## src/rtl/serial_router_pkg.sv

```systemverilog
// ---------------------------------------------------------------------------
// serial_router_pkg
// Shared definitions for the serial port router:
//   state_t     - frame-parser state encoding
//   SEG_ZERO    - seven-segment code shown when nothing is counting
//   hex_to_seg  - 4-bit hex value to seven-segment code (gfedcba, active-high)
// ---------------------------------------------------------------------------
package serial_router_pkg;

    typedef enum logic [1:0] {
        ST_IDLE  = 2'd0,
        ST_PORT  = 2'd1,
        ST_COUNT = 2'd2,
        ST_DATA  = 2'd3
    } state_t;

    localparam logic [6:0] SEG_ZERO = 7'h3F;

    function automatic logic [6:0] hex_to_seg(input logic [3:0] hex);
        logic [6:0] seg;
        case (hex)
            4'h0:    seg = 7'h3F;
            4'h1:    seg = 7'h06;
            4'h2:    seg = 7'h5B;
            4'h3:    seg = 7'h4F;
            4'h4:    seg = 7'h66;
            4'h5:    seg = 7'h6D;
            4'h6:    seg = 7'h7D;
            4'h7:    seg = 7'h07;
            4'h8:    seg = 7'h7F;
            4'h9:    seg = 7'h6F;
            4'hA:    seg = 7'h77;
            4'hB:    seg = 7'h7C;
            4'hC:    seg = 7'h39;
            4'hD:    seg = 7'h5E;
            4'hE:    seg = 7'h79;
            default: seg = 7'h71;
        endcase
        return seg;
    endfunction

endpackage

```

## src/rtl/pb_step.sv

```systemverilog
// ---------------------------------------------------------------------------
// pb_step
// Turns a raw push-button level into a single one-clock step pulse per
// rising edge, independent of how long the button is held.
// Ports:
//   clock  - system clock
//   reset  - synchronous, active-high reset
//   pb     - raw, asynchronous push-button level
//   step   - one-clock pulse, three clocks after pb rises
// ---------------------------------------------------------------------------
module pb_step (
    input  logic clock,
    input  logic reset,
    input  logic pb,
    output logic step
);

    logic       sync1;
    logic       sync2;
    logic       prev;
    logic       armed;
    logic [1:0] settle;

    // The synchronizer flops come out of reset at 0, so their contents do not
    // reflect the button for two clocks.  'settle' waits for them to fill,
    // and 'armed' then requires one observed low level before any edge may
    // count.  A button already held during reset release is therefore ignored
    // until it is released and pressed again.
    always_ff @(posedge clock) begin
        if (reset) begin
            sync1  <= 1'b0;
            sync2  <= 1'b0;
            prev   <= 1'b0;
            armed  <= 1'b0;
            settle <= 2'd0;
            step   <= 1'b0;
        end else begin
            sync1 <= pb;
            sync2 <= sync1;
            prev  <= sync2;
            if (settle != 2'd2) begin
                settle <= settle + 2'd1;
            end
            if (settle == 2'd2 && !sync2) begin
                armed <= 1'b1;
            end
            step <= armed & sync2 & ~prev;
        end
    end

endmodule

```

## src/rtl/serial_port_router.sv

```systemverilog
// ---------------------------------------------------------------------------
// serial_port_router
// Parses a push-button-clocked serial frame and routes the data phase of the
// frame to one of NUM_PORTS output channels.
//
// Frame (one bit per step, MSB-first fields):
//   start bit 0 | PORT_W port bits | CNT_W length bits | <length> data steps
//
// Ports:
//   clock    - sole clock, rising edge
//   reset    - synchronous, active-high reset
//   clkPB    - raw push-button level, each rising edge is one serial step
//   SerIn    - serial frame bit, sampled only on a step
//   SerOut   - routed data bit per channel (live copy of SerIn on the
//              selected channel during the data phase, 0 elsewhere)
//   valid    - per-channel data-phase indicator
//   display  - seven-segment code of the remaining data count
//   busy     - high whenever a frame is in progress
//   done     - one-clock pulse at frame end
//
// state    | meaning
// ---------+------------------------------------------------------------
// ST_IDLE  | waiting for a start bit (step with SerIn = 0)
// ST_PORT  | shifting in the port address
// ST_COUNT | shifting in the data length
// ST_DATA  | routing SerIn to the selected channel, counting steps down
// ---------------------------------------------------------------------------
module serial_port_router
    import serial_router_pkg::*;
#(
    parameter  int PORT_W    = 2,
    parameter  int CNT_W     = 4,
    localparam int NUM_PORTS = 2 ** PORT_W
) (
    input  logic                 clock,
    input  logic                 reset,
    input  logic                 clkPB,
    input  logic                 SerIn,
    output logic [NUM_PORTS-1:0] SerOut,
    output logic [NUM_PORTS-1:0] valid,
    output logic [6:0]           display,
    output logic                 busy,
    output logic                 done
);

    state_t              state;
    logic                step;
    logic [PORT_W-1:0]   port_sr;
    logic [CNT_W-1:0]    len_sr;
    logic [CNT_W-1:0]    remain;
    logic [3:0]          bit_cnt;

    logic [PORT_W-1:0]   port_next;
    logic [CNT_W-1:0]    len_next;
    logic [NUM_PORTS-1:0] port_onehot;

    pb_step u_pb_step (
        .clock (clock),
        .reset (reset),
        .pb    (clkPB),
        .step  (step)
    );

    // Shift-in values including the bit sampled on the current step, so the
    // last field bit can be acted on in the same cycle it arrives.
    assign port_next   = (port_sr << 1) | PORT_W'(SerIn);
    assign len_next    = (len_sr << 1) | CNT_W'(SerIn);
    assign port_onehot = NUM_PORTS'(1) << port_sr;

    // Only the low four bits of the count are shown; narrower counts are
    // zero-extended.
    function automatic logic [6:0] seg_of(input logic [CNT_W-1:0] v);
        return hex_to_seg(4'(v));
    endfunction

    // bit_cnt is a down-counter holding the number of field bits still to
    // come after the current one; terminal count 0 marks the last bit.
    always_ff @(posedge clock) begin
        if (reset) begin
            state   <= ST_IDLE;
            port_sr <= '0;
            len_sr  <= '0;
            remain  <= '0;
            bit_cnt <= '0;
            valid   <= '0;
            display <= SEG_ZERO;
            done    <= 1'b0;
        end else begin
            done <= 1'b0;
            if (step) begin
                case (state)
                    ST_IDLE: begin
                        if (!SerIn) begin
                            state   <= ST_PORT;
                            port_sr <= '0;
                            len_sr  <= '0;
                            bit_cnt <= 4'(PORT_W - 1);
                        end
                    end
                    ST_PORT: begin
                        port_sr <= port_next;
                        if (bit_cnt == 4'd0) begin
                            state   <= ST_COUNT;
                            bit_cnt <= 4'(CNT_W - 1);
                        end else begin
                            bit_cnt <= bit_cnt - 4'd1;
                        end
                    end
                    ST_COUNT: begin
                        len_sr <= len_next;
                        if (bit_cnt == 4'd0) begin
                            if (len_next != '0) begin
                                state   <= ST_DATA;
                                remain  <= len_next;
                                valid   <= port_onehot;
                                display <= seg_of(len_next);
                            end else begin
                                // Empty frame: finishes without a data phase.
                                state <= ST_IDLE;
                                done  <= 1'b1;
                            end
                        end else begin
                            bit_cnt <= bit_cnt - 4'd1;
                        end
                    end
                    ST_DATA: begin
                        // remain is never 0 here, so the decrement cannot wrap.
                        remain  <= remain - CNT_W'(1);
                        display <= seg_of(remain - CNT_W'(1));
                        if (remain == CNT_W'(1)) begin
                            state <= ST_IDLE;
                            valid <= '0;
                            done  <= 1'b1;
                        end
                    end
                    default: state <= ST_IDLE;
                endcase
            end
        end
    end

    assign SerOut = valid & {NUM_PORTS{SerIn}};
    assign busy   = (state != ST_IDLE);

endmodule

```

## config.mk

```make
export PLATFORM = sky130hd
export DESIGN_NAME = serial_port_router
export DESIGN_NICKNAME = d
export VERILOG_FILES = /design/src/rtl/serial_router_pkg.sv /design/src/rtl/pb_step.sv /design/src/rtl/serial_port_router.sv
export SDC_FILE = /design/constraint.sdc
export NUM_CORES = 1
export LEC_CHECK = 0
export BUFFER_PORTS_ARGS = -buffer_cell sky130_fd_sc_hd__buf_4
export CAP_MARGIN = 0
export CORE_MARGIN = 3
export CORE_UTILIZATION = 59
export CTS_CLUSTER_DIAMETER = 50
export CTS_CLUSTER_SIZE = 25
export DETAILED_ROUTE_END_ITERATION = 6
export GPL_TIMING_DRIVEN = 0
export PLACE_DENSITY = 0.75
export REMOVE_ABC_BUFFERS = 1
export SYNTH_ARGS = -nofsm -noshare
export SYNTH_HDL_FRONTEND = slang
export SYNTH_HIERARCHICAL = 1
export SYNTH_SLANG_ARGS = --single-unit
```

## constraint.sdc

```tcl
create_clock -name clock -period 2.6 [get_ports clock]
set_clock_uncertainty 0.15 [all_clocks]
set_input_delay 0.26 -clock clock [delete_from_list [all_inputs] [get_ports clock]]
set_output_delay 0.26 -clock clock [all_outputs]
set_load 0.01 [all_outputs]
```

==> summary.txt, run 1 <==
STA
  • Fin crit share: 0.934
  • Fin. max-slew vios: 0
  • Maximum clock frequency: 412 MHz
  • Slew margin rel.: 0.503
  • Setup-failing EPs final: 0
  • RSZ-0062 raised after global routing: false
  • Tmin final: 2.43 ns
  • Hold WS: 0.0275 ns
  • Worst slew pin tran: 0.739 ns
  • Final hold viol count: 0
  • Sum Neg Setup Slack: 0 ns

Die
  • Die Y: 69.1 µm
  • IO Count: 21
  • Standard-cell row count: 22
  • Core footprint: 0.00374 mm²
  • Die Wd: 69.1 µm
  • Die area: 0.00477 mm²
  • Initial Util: 0.627

Worst hold path
  • Worst Hold Launch: clkPB
  • Tightest Hold Check Type: primary input to register

Route
  • Routed wire per std cell: 14.5 µm
  • Final ANT Viol Nets: 0
  • Drt initial violations: 130
  • Pre-antenna DRT Iters: 4
  • WL final: 5070 µm
  • DRC: 0
  • DR vias: 2122
  • Average vias per placed instance: 6.08

Final layout
  • Design Area, Final: 0.00267 mm²
  • Most frequent cells in the layout: dfxtp_1, a21oi_1, nand2_1, buf_4
  • Filler Cells Inserted: 307
  • Nets: 327
  • Area Growth Syn to Fin: 13.6%
  • Area of the multi-input gates: 0.00154 mm²
  • Ant diodes: 0
  • Share of layout cells above drive strength 1: 0.153
  • Most common cell after layout, fill and taps aside: dfxtp_1
  • Register area: 682 µm²

Placement
  • Routability Congestion: 0.835
  • # port buffers: 20
  • Area after DPL: 0.00248 mm²
  • Detail Placement HPWL: 3430 µm

Logic synthesis
  • Post-Syn Area: 0.00235 mm²
  • Yosys reg bits: 34
  • Avg Synthesized Cell Area: 8.21 µm²
  • FFs w/ async S/R, synth: 0
  • Area leader, netlist: dfxtp_1
  • Synth top area cells: dfxtp_1, ha_1, a21oi_1
  • Post-synthesis sequential area ratio: 0.290
  • Yosys top cell area share: 0.290
  • Cells after synthesis: 286
  • Count of different cell masters after synthesis: 62
  • Ys flop type: dfxtp_1
  • Yosys Warn Count: 6
  • Post-synth EDFFs: 0

Clocking
  • # H-tree levels: 2
  • CTS Buf Count: 5
  • Clk pin slew, worst setup/hold paths: 0.08 ns
  • CTS Buffer Depth: 2
  • CTS sink count: 34
  • CTS tree: built
  • Clock root buffer: clkbuf_8
  • Later-pin clock latency in the skew report: 0.29 ns

Power and ir drop
  • Reg power frac: 0.441
  • Clock share of power: 0.478
  • Sw Share: 0.226
  • Tot Pwr: 1.25 mW
  • Power per cell area: 470 mW/mm²
  • Pleak: 0.990 nW
  • Pint: 0.971 mW
  • Peak supply drop: 0.433 mV
  • Switching power: 0.283 mW
  • Logic gate share of total power: 0.081

Critical path
  • Worst setup path start: remain[2]$_SDFFE_PP0P_
  • WP data required: 2.66 ns
  • Crit. End Element: register
  • Crit-path max FO: 15
  • Worst setup SP type: register
  • WP data arrival: 2.48 ns
  • Reg-to-Reg Start: remain[2]$_SDFFE_PP0P_
  • Setup CP Type: register to register

Global routing
  • Remaining Overflow, GRT: 0
  • First-pass GRT wire length: 8780 µm
  • Largest net degree at the start of global routing: 38
  • Initial antenna violation count: 0
  • Gr usage total: 0.221
  • Number of global-route vias before repair: 1878

Flow run
  • Max-Cap Viols: 0

Status
  • Status: completed
-- sequential cells by signal (all words and copies together), names as in the netlist, 2 cells and up --
| register | flops |
|---|---|
| port_sr | 2 |
| display | 7 |
| remain | 4 |
| len_sr | 3 |
| u_pb_step/settle | 2 |
| valid | 4 |
| state | 2 |
| bit_cnt | 4 |
-- kinds of logic after synthesis --
kind of cell,synth area share
xor+xnor,0.0149
fa+ha+maj,0.123
buf+inv,0.0624
simple gates,0.226
flops,0.290
compound gates,0.271
mux,0.0133
-- worst paths after layout --
path	to	slack [ns]	depth (start not counted)
worst min register to register	u_pb_step/step$_SDFF_PP0_	0.26	1
worst max register to register	display[6]$_SDFFE_PP0P_	0.17	5
worst max-delay path	display[6]$_SDFFE_PP0P_	0.17	5
worst min-delay path	u_pb_step/sync1$_SDFF_PP0_	0.03	2
-- Yosys cell counts (all sizes together), types with 2 or more instances --
cell / number
a32oi: 4
a31oi: 3
or4b: 2
o31a: 2
inv: 19
dfxtp: 34
buf: 2
a21oi: 28
o211ai: 4
or3b: 2
or4: 2
nor2b: 7
o21bai: 3
ha: 23
nand2b: 6
nand4b: 2
o221ai: 2
a21boi: 2
o21ai: 20
nor3b: 4
and2: 4
nand2: 26
nor2: 21
a211oi: 3
mux2i: 2
a311oi: 6
nand3: 3
xnor2: 3
clkbuf: 14
nor3: 9
-- power groups by stage --
stage | clock network (mW) | logic [mW] | registers, mW
3_3_place_gp | 0 | 0.0962 | 0.565
3_5_place_dp | 0 | 0.101 | 0.566
5_1_grt | 0.636 | 0.115 | 0.557
2_1_floorplan | 0 | 0.0731 | 0.564
6_report | 0.599 | 0.101 | 0.554
4_1_cts | 0.605 | 0.102 | 0.554
-- repair_timing --
action,in CTS,in global routing
buffers inserted,3,0
setup endpoints to repair,13,2
hold buffers,0,0
resized for setup,3,2
pin swaps,1,0
-- worst max-delay path: stages (launching register included) --
cell      delay (ns)
dfxtp_1         0.73
nor3_1          0.19
xnor2_1         0.64
mux2i_1         0.25
o21ai_0         0.12
a311oi_1        0.26
-- layer usage --
layer | part of all wire | wire length (µm) | track usage
met1 | 0.48 | 2420 | 0.299
met2 | 0.45 | 2290 | 0.342
met3 | 0.058 | 295 | 0.0510
met4 | 0.014 | 70 | 0.0803
met5 | 0 | 0 | 0
-- stage by stage --
stage               utilization  worst slack (ns)  instances
floorplan                     -             0.144        270
global placement          0.663            -0.376        338
detailed placement        0.663            -0.373        338
CTS                       0.712            0.0732        349
global route              0.713           0.00950        349
finish                    0.713             0.171        349
-- area by class of cell --
type	instances	share of cell area
Clock buffer	5	0.0258
Clock inverter	3	0.0258
Inverter	19	0.0267
Multi-Input combinational cell	217	0.579
Sequential cell	34	0.256
Tap cell	48	0.0225
Timing Repair Buffer	23	0.0647
Note: power is estimated with default switching activity, not from simulation.
==> inputs of run 2 (changes only) <==
--- a/config.mk
+++ b/config.mk
@@ -8,13 +8,14 @@
 export BUFFER_PORTS_ARGS = -buffer_cell sky130_fd_sc_hd__buf_4
 export CAP_MARGIN = 0
 export CORE_MARGIN = 3
-export CORE_UTILIZATION = 59
+export CORE_UTILIZATION = 64
 export CTS_CLUSTER_DIAMETER = 50
 export CTS_CLUSTER_SIZE = 25
 export DETAILED_ROUTE_END_ITERATION = 6
 export GPL_TIMING_DRIVEN = 0
-export PLACE_DENSITY = 0.75
+export PLACE_DENSITY = 0.85
 export REMOVE_ABC_BUFFERS = 1
+export SLEW_MARGIN = 20
 export SYNTH_ARGS = -nofsm -noshare
 export SYNTH_HDL_FRONTEND = slang
 export SYNTH_HIERARCHICAL = 1
==> constraint.sdc (replaced) <==
create_clock -name clock -period 2.9 [get_ports clock]
set_clock_uncertainty 0.15 [all_clocks]
set_input_delay 0.29 -clock clock [delete_from_list [all_inputs] [get_ports clock]]
set_output_delay 0.29 -clock clock [all_outputs]
set_load 0.01 [all_outputs]
==> run 2 against run 1 <==
  * Largest power group unchanged
  * Non-clock buffer count shrank 1
  * Die area down 7.1%
  * Critical path type unchanged
  * Clock power down 11%
  * Setup slack gained 0.091 ns
  * Clock-buffer cell count did not move
==> summary.txt, run 2 (synthesis gave the netlist of run 1 again) <==
Critical path
  • Slowest cell on the critical path: dfxtp_1 (unchanged)
  • WP data required: 2.99 ns (was 2.66 ns)
  • Crit-path max FO: 12 (was 15)
  • Crit. End Element: register (unchanged)
  • Setup CP Type: register to register (unchanged)
  • Worst path depth: 7 (was 5)
  • FF-to-FF path depth: 7 (was 5)
  • Critical path, cell by cell: inv_1 > ha_1 > xnor2_4 > mux2_2 > o21ai_0 > o221ai_1 > nand2_1 (was nor3_1 > xnor2_1 > mux2i_1 > o21ai_0 > a311oi_1)
  • CP bufs+invs: 1 (was 0)
  • Delay-heaviest family, CP: flip-flops (unchanged)
  • Worst path max stage delay: 0.60 ns (was 0.73 ns)
  • Worst setup SP type: register (unchanged)
  • WP data arrival: 2.72 ns (was 2.48 ns)

Global routing
  • Initial antenna violation count: 0 (unchanged)
  • Largest net degree at the start of global routing: 38 (unchanged)
  • Remaining Overflow, GRT: 0 (unchanged)
  • Number of global-route vias before repair: 2040 (was 1878)
  • Gr usage total: 0.264 (was 0.221)
  • First-pass GRT wire length: 9140 µm (was 8780 µm)

Clocking
  • # H-tree levels: 2 (unchanged)
  • Clock root buffer: clkbuf_8 (unchanged)
  • Clk pin slew, worst setup/hold paths: 0.08 ns (about the same)
  • CTS tree: built (unchanged)
  • CTS sink count: 34 (unchanged)
  • CTS Buffer Depth: 2 (unchanged)
  • CTS Buf Count: 5 (unchanged)
  • Later-pin clock latency in the skew report: 0.30 ns (was 0.29 ns)
  • Hold-fix buffer count after cts: 0 (unchanged)

Final layout
  • Filler Cells Inserted: 281 (was 307)
  • Register area: 681 µm² (was 682 µm²)
  • Largest Register: display (unchanged)
  • Share of layout cells above drive strength 1: 0.143 (was 0.153)
  • Area Growth Syn to Fin: 13.1% (was 13.6%)
  • Most frequent cells in the layout: dfxtp_1, a21oi_1, nand2_1, ha_1, buf_4 (was dfxtp_1, a21oi_1, nand2_1, buf_4)
  • Layout Utilization: 0.771 (was 0.713)
  • Max reg flops: 7 (unchanged)
  • Finished Layout Cells: 346 (was 349)
  • Area of the multi-input gates: 0.00154 mm² (about the same)
  • Most common cell after layout, fill and taps aside: dfxtp_1 (unchanged)
  • Ant diodes: 0 (unchanged)
  • Nets: 326 (was 327)

Route
  • Pre-antenna DRT Iters: 5 (was 4)
  • Average vias per placed instance: 6.23 (was 6.08)
  • Routed wire per std cell: 15.2 µm (was 14.5 µm)
  • DRC: 0 (unchanged)
  • Drt initial violations: 198 (was 130)
  • DR vias: 2154 (was 2122)
  • Final ANT Viol Nets: 0 (unchanged)
  • WL final: 5240 µm (was 5070 µm)

STA
  • Hold WS: 0.0597 ns (was 0.0275 ns)
  • Maximum clock frequency: 379 MHz (was 412 MHz)
  • Setup-failing EPs final: 0 (unchanged)
  • Worst slew pin tran: 0.761 ns (was 0.739 ns)
  • Tmin final: 2.64 ns (was 2.43 ns)
  • RSZ-0062 raised after global routing: false (unchanged)
  • Final worst setup slack: 0.262 ns (was 0.171 ns)
  • Fin. max-slew vios: 0 (unchanged)
  • Final hold viol count: 0 (unchanged)
  • Slew margin rel.: 0.489 (was 0.503)
  • Fin crit share: 0.909 (was 0.934)
  • Sum Neg Setup Slack: 0 ns (unchanged)

Die
  • IO Count: 21 (unchanged)
  • Standard-cell row count: 21 (was 22)
  • Die Wd: 66.6 µm (was 69.1 µm)
  • Core footprint: 0.00344 mm² (was 0.00374 mm²)
  • Die Y: 66.6 µm (was 69.1 µm)
  • Initial Util: 0.682 (was 0.627)
  • Die area: 0.00443 mm² (was 0.00477 mm²)

Placement
  • Cells after DPL: 336 (was 338)
  • Routability Congestion: 0.918 (was 0.835)
  • # port buffers: 20 (unchanged)
  • DP Worst Slack: -0.0538 ns (was -0.373 ns)
  • Detail Placement HPWL: 3590 µm (was 3430 µm)

Flow run
  • Max-Cap Viols: 0 (unchanged)

Worst hold path
  • Tightest Hold Check Type: primary input to register (unchanged)
  • Worst Hold Depth: 2 (unchanged)

Power and ir drop
  • Peak supply drop: 0.433 mV (about the same)
  • Power per cell area: 423 mW/mm² (was 470 mW/mm²)
  • Pleak: 0.985 nW (was 0.990 nW)

Status
  • Status: completed (unchanged)
-- run 2: final cells by class --
type,instances,share of cell area
timing repair buffer,22,0.0622
sequential,34,0.256
multi-input combinational,217,0.581
tap,46,0.0217
inverter,19,0.0269
clock buffer,5,0.0259
clock inverter,3,0.0259
-- run 2: repair_timing --
item / 4_1_cts / 5_1_grt
setup endpoints to repair: 4 / 7
pin swaps: 0 / 1
hold endpoints to repair: 0 / 0
resized for setup: 2 / 1
setup buffers: 0 / 2
-- run 2: stage by stage --
step | instance area, µm² | power [mW]
final | 2650 | 1.12
after floorplan | 2270 | 0.571
after global routing | 2650 | 1.16
after CTS | 2630 | 1.13
after detailed placement | 2480 | 0.598
after global placement | 2480 | 0.592
-- run 2: power by group --
part           leakage, nW  switching (mW)  internal, mW
logic                0.642          0.0492        0.0394
registers            0.275          0.0113         0.487
clock network       0.0683           0.191         0.344
-- run 2: per-layer routing --
metal  wire [µm]  up-vias  share of wire  track usage
met1        2460     1000           0.47        0.345
met4          68        0          0.013       0.0939
met5           0        -              0            0
met2        2370       87           0.45        0.427
met3         347        8          0.066       0.0540
li1            -     1059              -            -
-- run 2: path summary, 6_finish.rpt --
path	endpoint	start	slack (ns)
hold / removal	u_pb_step/sync1$_SDFF_PP0_	clkPB	0.06
setup / recovery	display[3]$_SDFFE_PP1P_	remain[0]$_SDFFE_PP0P_	0.26
setup reg to reg	display[3]$_SDFFE_PP1P_	remain[0]$_SDFFE_PP0P_	0.26
hold reg to reg	u_pb_step/step$_SDFF_PP0_	u_pb_step/prev$_SDFF_PP0_	0.26
